$ cat src/rtl/wakeup_array_pkg.sv
// Shared sizing and entry type for the issue-queue wakeup array.
// WAKEUP_SELECTED_DST_EN adds a stored destination tag to each entry.
package wakeup_array_pkg;

    localparam int unsigned RS_ENTRIES = 8;
    localparam int unsigned PREG_W     = 6;
    localparam int unsigned NUM_BCAST  = 2;
    localparam int unsigned IDX_W      = $clog2(RS_ENTRIES);

    typedef struct packed {
        logic              valid;
        logic [PREG_W-1:0] src1_tag;
        logic              src1_rdy;
        logic [PREG_W-1:0] src2_tag;
        logic              src2_rdy;
`ifdef WAKEUP_SELECTED_DST_EN
        logic [PREG_W-1:0] dst_tag;
`endif
    } rs_wake_entry_t;

endpackage

$ cat src/rtl/wakeup_tag_cmp.sv
// Compares one source tag against every broadcast port; match is set if any
// valid port carries the same tag.
module wakeup_tag_cmp
    import wakeup_array_pkg::*;
#(
    parameter int unsigned NUM_PORTS = NUM_BCAST
) (
    input  logic [PREG_W-1:0]           tag,
    input  logic [NUM_PORTS-1:0]        port_valid,
    input  logic [NUM_PORTS*PREG_W-1:0] port_tag,
    output logic                        match
);

    always_comb begin
        match = 1'b0;
        for (int k = 0; k < NUM_PORTS; k++) begin
            if (port_valid[k] && (port_tag[k*PREG_W +: PREG_W] == tag)) begin
                match = 1'b1;
            end
        end
    end

endmodule

$ cat src/rtl/wakeup_array.sv
// Issue-queue wakeup stage: allocates entries on dispatch, snoops tag
// broadcasts and drives Select's request vector. Option: WAKEUP_SELECTED_DST_EN.
module wakeup_array
    import wakeup_array_pkg::*;
(
    input  logic                        clk,
    input  logic                        rst,
    input  logic                        flush,
    input  logic                        disp_valid,
    input  logic [PREG_W-1:0]           disp_src1_tag,
    input  logic                        disp_src1_rdy,
    input  logic [PREG_W-1:0]           disp_src2_tag,
    input  logic                        disp_src2_rdy,
    input  logic [PREG_W-1:0]           disp_dst_tag,
    output logic                        disp_ready,
    output logic [IDX_W-1:0]            disp_index,
    input  logic [NUM_BCAST-1:0]        bcast_valid,
    input  logic [NUM_BCAST*PREG_W-1:0] bcast_tag,
    input  logic                        clear_en,
    input  logic [IDX_W-1:0]            clear_index,
    output logic [RS_ENTRIES-1:0]       request_vector,
    output logic [IDX_W:0]              occupancy
);

    rs_wake_entry_t          entries [RS_ENTRIES];
    logic [IDX_W:0]          occ_q;
    logic                    clear_hit;
    logic                    disp_fire;
    logic [RS_ENTRIES-1:0]   src1_hit;
    logic [RS_ENTRIES-1:0]   src2_hit;
    logic                    disp_src1_hit;
    logic                    disp_src2_hit;

    // Clears of invalid entries are ignored so occupancy cannot underflow.
    assign clear_hit = clear_en & ~flush & entries[clear_index].valid;
    assign disp_fire = disp_valid & disp_ready & ~flush;

`ifdef WAKEUP_SELECTED_DST_EN
    localparam int unsigned NUM_WAKE = NUM_BCAST + 1;
    logic [NUM_WAKE-1:0]        wake_valid;
    logic [NUM_WAKE*PREG_W-1:0] wake_tag;

    // The selected entry's destination acts as an extra same-cycle broadcast.
    assign wake_valid = {clear_hit, bcast_valid};
    assign wake_tag   = {entries[clear_index].dst_tag, bcast_tag};
`else
    localparam int unsigned NUM_WAKE = NUM_BCAST;
    logic [NUM_WAKE-1:0]        wake_valid;
    logic [NUM_WAKE*PREG_W-1:0] wake_tag;
    logic                       unused_dst_tag;

    assign wake_valid     = bcast_valid;
    assign wake_tag       = bcast_tag;
    assign unused_dst_tag = ^disp_dst_tag;
`endif

    for (genvar i = 0; i < RS_ENTRIES; i++) begin : g_entry
        wakeup_tag_cmp #(.NUM_PORTS(NUM_WAKE)) u_src1_cmp (
            .tag        (entries[i].src1_tag),
            .port_valid (wake_valid),
            .port_tag   (wake_tag),
            .match      (src1_hit[i])
        );
        wakeup_tag_cmp #(.NUM_PORTS(NUM_WAKE)) u_src2_cmp (
            .tag        (entries[i].src2_tag),
            .port_valid (wake_valid),
            .port_tag   (wake_tag),
            .match      (src2_hit[i])
        );
        assign request_vector[i] = entries[i].valid & entries[i].src1_rdy & entries[i].src2_rdy;
    end

    wakeup_tag_cmp #(.NUM_PORTS(NUM_WAKE)) u_disp_src1_cmp (
        .tag        (disp_src1_tag),
        .port_valid (wake_valid),
        .port_tag   (wake_tag),
        .match      (disp_src1_hit)
    );

    wakeup_tag_cmp #(.NUM_PORTS(NUM_WAKE)) u_disp_src2_cmp (
        .tag        (disp_src2_tag),
        .port_valid (wake_valid),
        .port_tag   (wake_tag),
        .match      (disp_src2_hit)
    );

    // Lowest-numbered free entry; falls back to 0 when full.
    always_comb begin
        disp_index = '0;
        for (int i = RS_ENTRIES - 1; i >= 0; i--) begin
            if (!entries[i].valid) begin
                disp_index = IDX_W'(i);
            end
        end
    end

    assign disp_ready = (occ_q != (IDX_W+1)'(RS_ENTRIES));
    assign occupancy  = occ_q;

    always_ff @(posedge clk) begin
        if (rst) begin
            for (int i = 0; i < RS_ENTRIES; i++) begin
                entries[i] <= '0;
            end
            occ_q <= '0;
        end else if (flush) begin
            // Tags and ready bits are left stale; valid gates everything.
            for (int i = 0; i < RS_ENTRIES; i++) begin
                entries[i].valid <= 1'b0;
            end
            occ_q <= '0;
        end else begin
            for (int i = 0; i < RS_ENTRIES; i++) begin
                if (entries[i].valid && src1_hit[i]) begin
                    entries[i].src1_rdy <= 1'b1;
                end
                if (entries[i].valid && src2_hit[i]) begin
                    entries[i].src2_rdy <= 1'b1;
                end
                if (clear_hit && (clear_index == IDX_W'(i))) begin
                    entries[i].valid <= 1'b0;
                end
                if (disp_fire && (disp_index == IDX_W'(i))) begin
                    entries[i].valid    <= 1'b1;
                    entries[i].src1_tag <= disp_src1_tag;
                    entries[i].src2_tag <= disp_src2_tag;
                    entries[i].src1_rdy <= disp_src1_rdy | (disp_src1_tag == '0) | disp_src1_hit;
                    entries[i].src2_rdy <= disp_src2_rdy | (disp_src2_tag == '0) | disp_src2_hit;
`ifdef WAKEUP_SELECTED_DST_EN
                    entries[i].dst_tag  <= disp_dst_tag;
`endif
                end
            end
            occ_q <= occ_q + (IDX_W+1)'(disp_fire) - (IDX_W+1)'(clear_hit);
        end
    end

    always_ff @(posedge clk) begin
        if (!rst && !flush && clear_en) begin
            assert (entries[clear_index].valid);
        end
    end

endmodule

$ cat config.mk
export PLATFORM = sky130hd
export DESIGN_NAME = wakeup_array
export DESIGN_NICKNAME = d
export VERILOG_FILES = /design/src/rtl/wakeup_array_pkg.sv /design/src/rtl/wakeup_tag_cmp.sv /design/src/rtl/wakeup_array.sv
export SDC_FILE = /design/constraint.sdc
export NUM_CORES = 1
export LEC_CHECK = 0
export ABC_CLOCK_PERIOD_IN_PS = 3200
export CELL_PAD_IN_SITES_DETAIL_PLACEMENT = 1
export CELL_PAD_IN_SITES_GLOBAL_PLACEMENT = 1
export CORE_MARGIN = 3
export CORE_UTILIZATION = 47
export CTS_CLUSTER_SIZE = 28
export DETAILED_ROUTE_END_ITERATION = 16
export HOLD_SLACK_MARGIN = 0.12
export PLACE_DENSITY = 0.82
export SETUP_SLACK_MARGIN = 0.5
export SLEW_MARGIN = 40
export SYNTH_ARGS = -nofsm -noshare
export SYNTH_HDL_FRONTEND = slang
export SYNTH_HIERARCHICAL = 1
export SYNTH_SLANG_ARGS = --single-unit
$ cat constraint.sdc
create_clock -name clk -period 3.2 [get_ports clk]
set_input_delay 0.64 -clock clk [delete_from_list [all_inputs] [get_ports clk]]
set_output_delay 0.64 -clock clk [all_outputs]
set_load 0.1 [all_outputs]
==> out/summary.txt <==
# rows: 46
Worst Path Arrival: 3.04 ns
Mapped Nets: 798
Root Driver: clkbuf_16
Initial Util: 48.5%
CTS Buffer Depth: 2
Placed instance area: 8810 µm²
Clk_lat worst skew: 0.42 ns
DR iter-0 viols: 747
Power Dens Cells: 466 nW/µm²
Vias in the first global route: 7003
Largest net degree at the start of global routing: 49
Crit-path cells: clkdlybuf4s15_1 > mux4_2 > mux2i_2 > nor2_2 > ha_1 > inv_1 > ha_1 > inv_1 > fa_2 > xor2_1 > nor3_1
Crit-path max FO: 3
Seq/Total Area, Yosys: 47.1%
Hold_buf cts: 0
Filler Cell Count: 1711
Final Max Slew Viols: 0
Sink Count: 124
Ys flop type: edfxtp_1
Die ar.: 18200 µm²
Antenna Violating Nets Remaining: 0
WP buf/inv: 3
I/O pins: 58
Delay-heaviest family, CP: adder cells
Most common cell after layout, fill and taps aside: xnor2_1
Initial antenna violation count: 1
Final setup viols: 0
Final Cycle Share: 84.4%
Worst slew pin tran: 0.725 ns
Final Instance Area: 9410 µm²
Nets@finish: 896
Dpl hpwl: 19300 µm
Critical Path Start Type: primary input
Synth Warn #: 6
Worst vdd ir: 0.000396 V
H-tree level count: 4
Die width: 135 µm
P_leak: 3.10 nW
Outcome: finished, final reports clean
Die height: 135 µm
Hold Fails Final Rpt: 0
Clock transition at path regs: 0.06 ns
Max Cap Violations: 0
Final setup margin: 0.500 ns
Most used cells in the layout excluding fill and tap cells: xnor2_1 (216), edfxtp_1 (119), nor2_1 (103)
WP data required: 3.54 ns
Remaining global-route overflow: 0
Core Area: 16100 µm²
Cell area after synthesis: 7790 µm²
Max Clk Rate: 370 MHz
Number of remaining DRC errors: 0
Inserted Clock Buffers: 17
EDFF count, synth: 119
Syn avg cell area: 10.4 µm²
Slew headroom: 51.5%
WHS: 0.624 ns
Crit path time final: 2.70 ns
Worst min path class: reg2reg
RSZ-0062 raised after global routing: true
Asr flop ratio synth: 0%
Vias per inst: 6.20
CP peak stage delay: 0.57 ns
Worst Setup End Kind: flop
Share of layout cells above drive strength 1: 13.2%
Port Buffers: 51
Syn Inst Count: 750
Synth cell types: 45
TritonRoute pass-1 iters: 5
Post-Route WL: 28200 µm
Crit path max-delay cell type: mux4_2
Skew final: 0.00858 ns
Drt wl/cell: 26.2 µm
GP Congestion: 0.908
Yosys reg bits: 124
First-pass GRT wire length: 41000 µm
Setup CP Type: in2reg
All-Layer GR Usage: 30.6%
CTS tree: built
Final TNS setup: 0 ns
Final core utilization: 58.6%
P&R area growth vs syn: 20.8%
Pre-CTS WS: -0.168 ns
Via count: 6669
## what timing repair did
action	CTS	global route
resized for setup	2	8
setup buffers	2	7
setup endpoints to repair	4	28
pin swaps	0	1
cloned	0	0
## sequential cells by signal (all words and copies together) (netlist names)
| signal | count |
|---|---|
| occupancy | 4 |
| entries | 120 |
## tightest hold or removal path, cell delays in order (launching register included)
cell,delay (ns)
dfxtp_2,0.35
ha_1,0.13
and2_1,0.11
## cell usage after synthesis, types with 3 or more instances
library cell,instances,area share (%)
o22ai_1,19,1.5
inv_1,16,0.77
xnor2_1,216,24
clkbuf_1,11,0.53
nor2_1,104,5.0
and2_1,14,1.1
nand4_1,44,3.5
nand2b_1,23,1.8
o21ai_0,3,0.19
buf_2,7,0.45
a31oi_1,3,0.24
edfxtp_1,119,46
nor2b_1,7,0.56
ha_1,5,0.80
buf_4,4,0.39
nor3_1,3,0.19
nand2_1,42,2.0
o311ai_0,4,0.45
and3_1,8,0.64
dfxtp_1,5,1.3
nand3_1,43,2.8
a21oi_1,14,0.90
## area by class of cell
cell class              instances  area, µm²  share of cell area [%]
repair buffers                103        930                    9.88
inverters                      16       67.6                   0.718
clock buffers                  20        437                    4.64
diodes                          1       2.50                  0.0266
well taps                     216        270                    2.87
flip-flops and latches        124       3680                    39.1
clock inverters                10       77.6                   0.824
multi-input cells             586       3950                    41.9
## layer usage
layer / global-route usage, % / wire length [µm] / vias to the layer above
met4: 15.7 / 1400 / 0
met3: 5.07 / 2070 / 96
met2: 53.6 / 14100 / 368
met5: 0 / 0 / -
met1: 36.1 / 10600 / 3381
li1: - / - / 2824
## logic make-up (layout without fill, tap and decap cells)
family                     Yosys count  count (layout)  share of synthesized area [%]
other                                0               1                              0
and+or+nand+nor                    302             302                           19.3
buffers and inverters               40             149                           2.42
muxes                                3               3                          0.706
xor gates and xnor gates           218             218                           24.5
adders and majority gates            6               6                           1.06
DFF                                124             124                           47.1
AOI/OAI and AO/OA                   57              57                           4.90
## stage by stage
step           total power, mW  cells
6_report                  4.38   1076
5_1_grt                   4.50   1076
4_1_cts                   4.37   1068
3_5_place_dp              2.64   1036
3_3_place_gp              2.59   1036
2_1_floorplan             2.33    750
## final timing paths
| path | from | to | slack (ns) | cells past startpoint |
|---|---|---|---|---|
| max | clear_index[0] | occupancy[2] | 0.50 | 11 |
| min | occupancy[0] | occupancy[0] | 0.62 | 2 |
| max reg2reg | entries[2][14] | occupancy[2] | 0.52 | 11 |
| min reg2reg | occupancy[0] | occupancy[0] | 0.62 | 2 |
## where the power goes
| part | switching, mW | internal, mW | total, mW |
|---|---|---|---|
| Sequential | 0.0605 | 1.85 | 1.91 |
| Clock | 0.693 | 1.04 | 1.73 |
| Combinational | 0.441 | 0.302 | 0.743 |
Power figures use the tool's default switching activity.
